### src/rtl/bft_client_injector.sv
// bft_client_injector
// Client-side injection endpoint for the butterfly-fat-tree NoC. Buffers
// multi-word client packets in a small FIFO and drives them as addressed
// flits {dest, last, data} into one BFT client port. Each packet is pinned
// to one channel, and channels are chosen round-robin between packets.
// Packets whose destination is out of range are dropped. Packets longer
// than MAX_PKT_FLITS are cut into several packets.
//
// Ports
//   i_clk, i_rst_n   clock, synchronous active-low reset
//   i_valid/o_ready  client word handshake (o_ready = buffer not full)
//   i_data, i_dest, i_last
//                    client word. i_dest is sampled on the first word only.
//   o_flit_valid     one-hot valid, one bit per channel
//   o_flit           flit shared by all channels
//   i_flit_ready     per-channel ready from the BFT
//   o_err_dest       one-cycle pulse: a packet was dropped (bad dest)
//   o_err_len        one-cycle pulse: a packet was truncated
//   o_pkt_count      packets sent, saturating (BFT_INJ_STATS_EN only)
//   o_stall_count    backpressure cycles, saturating (BFT_INJ_STATS_EN only)
//
// Optional feature: define BFT_INJ_STATS_EN to build the two statistics
// counters. Without it, both counter ports are tied to zero.
//
// State | meaning
// IDLE  | between packets; inspect the head entry and choose a channel
// SEND  | drive the head flit on the latched channel until the packet ends
// DROP  | discard entries of a bad-dest packet, one per cycle

module bft_client_injector #(
  parameter int NUM_CLIENTS   = 16,
  parameter int NUM_CHANNELS  = 2,
  parameter int DATA_WIDTH    = 32,
  parameter int FIFO_DEPTH    = 8,
  parameter int MAX_PKT_FLITS = 16,
  localparam int ADDR_W = (NUM_CLIENTS > 1) ? $clog2(NUM_CLIENTS) : 1,
  localparam int FLIT_W = ADDR_W + 1 + DATA_WIDTH
) (
  input  logic                    i_clk,
  input  logic                    i_rst_n,
  input  logic                    i_valid,
  output logic                    o_ready,
  input  logic [DATA_WIDTH-1:0]   i_data,
  input  logic [ADDR_W-1:0]       i_dest,
  input  logic                    i_last,
  output logic [NUM_CHANNELS-1:0] o_flit_valid,
  output logic [FLIT_W-1:0]       o_flit,
  input  logic [NUM_CHANNELS-1:0] i_flit_ready,
  output logic                    o_err_dest,
  output logic                    o_err_len,
  output logic [31:0]             o_pkt_count,
  output logic [31:0]             o_stall_count
);

  localparam int PTR_W = $clog2(FIFO_DEPTH);
  localparam int CNT_W = PTR_W + 1;
  localparam int CH_W  = (NUM_CHANNELS > 1) ? $clog2(NUM_CHANNELS) : 1;
  localparam int FC_W  = (MAX_PKT_FLITS > 1) ? $clog2(MAX_PKT_FLITS) : 1;
  // One extra bit so the compare also works when NUM_CLIENTS == 2**ADDR_W.
  localparam logic [ADDR_W:0] NC_L = (ADDR_W + 1)'(NUM_CLIENTS);

  typedef enum logic [1:0] {IDLE, SEND, DROP} state_t;

  // Input buffer
  logic [FLIT_W-1:0] mem [FIFO_DEPTH];
  logic [PTR_W-1:0]  wr_ptr, rd_ptr;
  logic [CNT_W-1:0]  count;
  logic              in_first;
  logic [ADDR_W-1:0] dest_lat;
  logic [ADDR_W-1:0] push_dest;
  logic              push, pop, full, empty;

  // Output side
  state_t            state_q, state_d;
  logic [CH_W-1:0]   ch_q, ch_d, rr_q, rr_d;
  logic [FC_W-1:0]   fc_q, fc_d;
  logic              err_dest_q, err_dest_d;
  logic [FLIT_W-1:0] head;
  logic [ADDR_W-1:0] head_dest;
  logic              head_last, dest_bad, cap_hit, eff_last;
  logic [NUM_CHANNELS-1:0] flit_valid;
  logic [FLIT_W-1:0] flit;
  logic              err_len;

  assign full      = (count == CNT_W'(FIFO_DEPTH));
  assign empty     = (count == '0);
  assign o_ready   = !full;
  assign push      = i_valid && !full;
  // Non-first words reuse the destination captured from the first word.
  assign push_dest = in_first ? i_dest : dest_lat;

  always_ff @(posedge i_clk) begin
    if (push) mem[wr_ptr] <= {push_dest, i_last, i_data};
  end

  always_ff @(posedge i_clk) begin
    if (!i_rst_n) begin
      wr_ptr   <= '0;
      rd_ptr   <= '0;
      count    <= '0;
      in_first <= 1'b1;
      dest_lat <= '0;
    end else begin
      if (push) begin
        wr_ptr   <= wr_ptr + 1'b1;
        in_first <= i_last;
        if (in_first) dest_lat <= i_dest;
      end
      if (pop) rd_ptr <= rd_ptr + 1'b1;
      case ({push, pop})
        2'b10:   count <= count + 1'b1;
        2'b01:   count <= count - 1'b1;
        default: count <= count;
      endcase
    end
  end

  assign head      = mem[rd_ptr];
  assign head_dest = head[FLIT_W-1 -: ADDR_W];
  assign head_last = head[DATA_WIDTH];
  assign dest_bad  = ({1'b0, head_dest} >= NC_L);
  assign cap_hit   = (fc_q == FC_W'(MAX_PKT_FLITS - 1));
  // The flit at the length cap is forced to close the packet.
  assign eff_last  = head_last || cap_hit;

  always_ff @(posedge i_clk) begin
    if (!i_rst_n) begin
      state_q    <= IDLE;
      ch_q       <= '0;
      rr_q       <= '0;
      fc_q       <= '0;
      err_dest_q <= 1'b0;
    end else begin
      state_q    <= state_d;
      ch_q       <= ch_d;
      rr_q       <= rr_d;
      fc_q       <= fc_d;
      err_dest_q <= err_dest_d;
    end
  end

  always_comb begin
    state_d    = state_q;
    ch_d       = ch_q;
    rr_d       = rr_q;
    fc_d       = fc_q;
    err_dest_d = 1'b0;
    pop        = 1'b0;
    flit_valid = '0;
    flit       = '0;
    err_len    = 1'b0;
    case (state_q)
      IDLE: begin
        if (!empty) begin
          if (dest_bad) begin
            state_d = DROP;
          end else begin
            ch_d    = rr_q;
            fc_d    = '0;
            state_d = SEND;
          end
        end
      end
      SEND: begin
        // Later words of the packet may not have arrived yet; wait for them.
        if (!empty) begin
          flit_valid = NUM_CHANNELS'(1) << ch_q;
          flit       = {head_dest, eff_last, head[DATA_WIDTH-1:0]};
          if (i_flit_ready[ch_q]) begin
            pop     = 1'b1;
            fc_d    = fc_q + 1'b1;
            err_len = cap_hit && !head_last;
            if (eff_last) begin
              rr_d    = (rr_q == CH_W'(NUM_CHANNELS - 1)) ? '0 : rr_q + 1'b1;
              state_d = IDLE;
            end
          end
        end
      end
      DROP: begin
        if (!empty) begin
          pop = 1'b1;
          if (head_last) begin
            err_dest_d = 1'b1;
            state_d    = IDLE;
          end
        end
      end
      default: state_d = IDLE;
    endcase
  end

  assign o_flit_valid = flit_valid;
  assign o_flit       = flit;
  assign o_err_len    = err_len;
  assign o_err_dest   = err_dest_q;

`ifdef BFT_INJ_STATS_EN
  logic [31:0] pkt_q, stall_q;
  logic        acc_last, stall;

  assign acc_last = (|flit_valid) && i_flit_ready[ch_q] && flit[DATA_WIDTH];
  assign stall    = (|flit_valid) && !i_flit_ready[ch_q];

  always_ff @(posedge i_clk) begin
    if (!i_rst_n) begin
      pkt_q   <= '0;
      stall_q <= '0;
    end else begin
      if (acc_last && (pkt_q != '1)) pkt_q <= pkt_q + 1'b1;
      if (stall && (stall_q != '1))  stall_q <= stall_q + 1'b1;
    end
  end

  assign o_pkt_count   = pkt_q;
  assign o_stall_count = stall_q;
`else
  assign o_pkt_count   = '0;
  assign o_stall_count = '0;
`endif

endmodule

### config.mk
export PLATFORM = sky130hd
export DESIGN_NAME = bft_client_injector
export DESIGN_NICKNAME = d
export VERILOG_FILES = /design/src/rtl/bft_client_injector.sv
export SDC_FILE = /design/constraint.sdc
export NUM_CORES = 1
export LEC_CHECK = 0
export ABC_AREA = 1
export BUFFER_PORTS_ARGS = -buffer_cell sky130_fd_sc_hd__buf_2
export CAP_MARGIN = 40
export CORE_ASPECT_RATIO = 1.25
export CORE_MARGIN = 10
export CORE_UTILIZATION = 55
export DETAILED_ROUTE_END_ITERATION = 12
export HOLD_SLACK_MARGIN = 0.15
export PLACE_DENSITY = 0.74
export SYNTH_ARGS = -nofsm -noshare
export SYNTH_HDL_FRONTEND = slang
export SYNTH_SLANG_ARGS = --single-unit
### constraint.sdc
create_clock -name i_clk -period 4 [get_ports i_clk]
set_input_delay 0.4 -clock i_clk [delete_from_list [all_inputs] [get_ports i_clk]]
set_output_delay 0.4 -clock i_clk [all_outputs]
set_load 0.05 [all_outputs]
==> run_results.csv <==
group,metric,value,unit
status,outcome,"finished, final reports clean",
synth,postSynthAreaPerCell,11.9,um2
clock_tree,clk_path_buf_depth,3,
finish,area_growth,12.2,%
setup_path,timing.critical_path.to_type,"output port",
synth,synth.top_cells.by_area,"edfxtp_1 67%, nor2_1 7.7%, o21ai_0 6.9%",
power_and_ir_drop,power.static_leakage,0.00535,uW
floorplanning,floorplan.die.height,194,um
sta,slew_headroom,36.3,%
grt,antenna_found_initial,1,
clock_tree,cts_hold_repair.buffers,29,
sta,min_period_over_period,79.0,%
synth,synthDominantCellAreaShare,66.7,%
finish,final_common_cell,"edfxtp_1",
clock_tree,cts.clk_slew.worst_paths,0.06,ns
grt,pin_count_of_the_biggest_net_entering_global_routing,149,
drt,number_of_routed_nets_with_antenna_violations,0,
grt,wire_length_of_the_first_global_routing_pass,45400,um
finish,layout.filler_cells,1773,
drt,routed_wire_length_per_instance,18.2,um
floorplanning,num_rows,63,
sta,fin_tns_setup,0,ns
clock_tree,clk-insertion-delay-late,0.55,ns
clock_tree,numClockSinks,321,
synth,yosys.area.top_type,"edfxtp_1",
clock_tree,clk_root_buffer_cell,"clkbuf_16",
clock_tree,cts_made_buffers,29,
clock_tree,cts-resized-gates,0,
placement,hpwl,16000,um
sta,finalWorstPathRequiredPeriod,3.16,ns
placement,port_buffers,82,
setup_path,worst_r2r_endpoint,"mem[0][25]$_DFFE_PP_",
setup_path,critical_path_required,3.60,ns
floorplanning,number_of_top_level_pins,148,
setup_path,critical_path_class,"flop to output port",
placement,post-place-ws,1.31,ns
drt,vias_per_cell,5.42,
sta,slew_viol_final,0,
job,max_cap_violations,0,
finish,utilization,62.8,%
drt,detail_route.first_pass.iterations,5,
sta,final_critical_path_setup_slack,0.841,ns
worst_hold_path,tightest_hold_check_type,"input pin to flop",
drt,vias,8502,
synth,synth_area,13300,um2
setup_path,cp_data_arrival_time,2.76,ns
sta,rsz_0062_raised_after_global_routing,"false",
drt,drt_wl_total,28500,um
clock_tree,htreeDepth,1,
sta,hold_ws,0.162,ns
setup_path,reg2reg_depth,7,
finish,drive_above_1_share,12.7,%
drt,drt_drc_violations_left,0,
synth,post_synth_inst_count,1121,
power_and_ir_drop,total_power,8750,uW
sta,finClkSkew,0.0129,ns
synth,ys.warnings.count,0,
finish,layout_common_cells,"296 x edfxtp_1, 264 x nor2_1, 185 x o21ai_0",
drt,detailedRoute.firstIterationViolations,815,
finish,final-seq-area,9400,um2
grt,number_of_global_route_vias_before_repair,8642,
power_and_ir_drop,worst_ir_drop_vdd,0.432,mV
sta,f_max,317,MHz
floorplanning,initial_core_util,56.0,%
setup_path,reg2reg_setup_slack,1.32,ns
clock_tree,postCtsSetupRepairBufs,0,
synth,synth_seq_cells,321,
sta,timing_hold_violations_final,0,
grt,grt_overflow_total,0,
synth,synth-seq-area-share,70.5,%
finish,finalNetCount,1269,
power_and_ir_drop,p_per_area,585,nW/um2
setup_path,crit_end,"o_flit[0]",
finish,multi_input_combinational_cell_area,3230,um2
placement,globalplace.congestion,0.748,
setup_path,start_kind,"flop",
sta,worst-slew-pin-transition,0.946,ns
setup_path,crit_path_start,"count[0]$_SDFFE_PN0P_",
setup_path,critical_path_peak_fanout,36,
floorplanning,core,23800,um2
floorplanning,floorplan.die_area,30900,um2
synth,yosys.cell_types.count,26,
grt,global_routing_usage_summed_across_all_routing_layers,17.8,%
floorplanning,width_of_the_die,159,um
sta,finalSetupViolations,0,
clock_tree,cts_tree,"built",
setup_path,reg2reg_from,"count[0]$_SDFFE_PN0P_",
==> worst max-delay path: stages (launching register included) <==
cell     delay (ns)
dfxtp_1        0.40
nor2_1         0.10
nand3_2        0.10
nand2_2        0.12
inv_2          0.65
o21ai_0        0.21
a31oi_1        0.30
buf_2          0.33
==> report_power, final <==
group          switching [uW]  total, uW  internal [uW]
clock network            1140       2540           1400
registers                58.4       3870           3810
logic                    1770       2350            576
==> area by class of cell <==
cell class                 count  share of cell area, %
sequential                   321                   62.8
antenna                        1                 0.0167
multi-input combinational    701                   21.6
clock inverter                12                  0.577
timing repair buffer         132                   6.21
clock buffer                  40                   5.13
tap                          325                   2.72
inverter                      36                  0.920
==> state kept, by name, indices dropped and copies added, names as in the netlist, named ones only <==
| register | cells |
|---|---|
| rr_q | 1 |
| fc_q | 4 |
| mem | 296 |
| state_q | 1 |
| wr_ptr | 3 |
| ch_q | 1 |
| in_first | 1 |
| rd_ptr | 3 |
| dest_lat | 4 |
| count | 4 |
==> Yosys cell counts <==
cell type	n
edfxtp_1	296
nor2_1	272
o21ai_0	185
buf_4	67
o21ai_1	50
nand2_1	37
a31oi_1	36
inv_1	33
clkbuf_1	26
dfxtp_1	25
a21oi_1	20
buf_6	17
buf_2	14
nand3_1	14
ha_1	6
nand2_2	4
xor2_1	4
buf_1	3
inv_2	3
nand4_1	2
nor3_1	2
and3_1	1
conb_1	1
nand3_2	1
nor2_4	1
xnor2_1	1
==> layer usage <==
metal | up-vias | track usage, % | routed length, um
met2 | 347 | 29.8 | 13800
met1 | 4082 | 22.8 | 11900
met4 | 0 | 6.03 | 644
li1 | 4026 | - | -
met5 | - | 0 | 0
met3 | 47 | 3.53 | 2180
==> worst min path at each step <==
stage                             startpoint                        to  slack, ns  cells past startpoint
floorplan           dest_lat[2]$_SDFFE_PN0P_  dest_lat[2]$_SDFFE_PN0P_       0.42                      2
global placement    dest_lat[2]$_SDFFE_PN0P_  dest_lat[2]$_SDFFE_PN0P_       0.44                      2
detailed placement  dest_lat[3]$_SDFFE_PN0P_  dest_lat[3]$_SDFFE_PN0P_       0.44                      2
CTS                               i_data[23]      mem[4][23]$_DFFE_PP_       0.15                      1
global route                      i_data[23]      mem[4][23]$_DFFE_PP_       0.16                      1
finish                            i_data[23]      mem[0][23]$_DFFE_PP_       0.16                      1
==> through the flow <==
step                      area, um2  instances
after CTS                     15000       1567
after floorplan               13600       1185
after global placement        13800       1485
after detailed placement      13800       1486
final                         15000       1568
after global routing          15000       1568
==> cells by family after synthesis <==
family,Yosys count,share of synthesized area (%)
fa+ha+maj,6,0.563
flops,321,70.5
other cells,1,0.0281
simple gates,334,9.79
xor+xnor,5,0.329
compound gates,291,11.3
buf+inv,163,7.57
No activity file was read; power rests on OpenSTA's default activity.
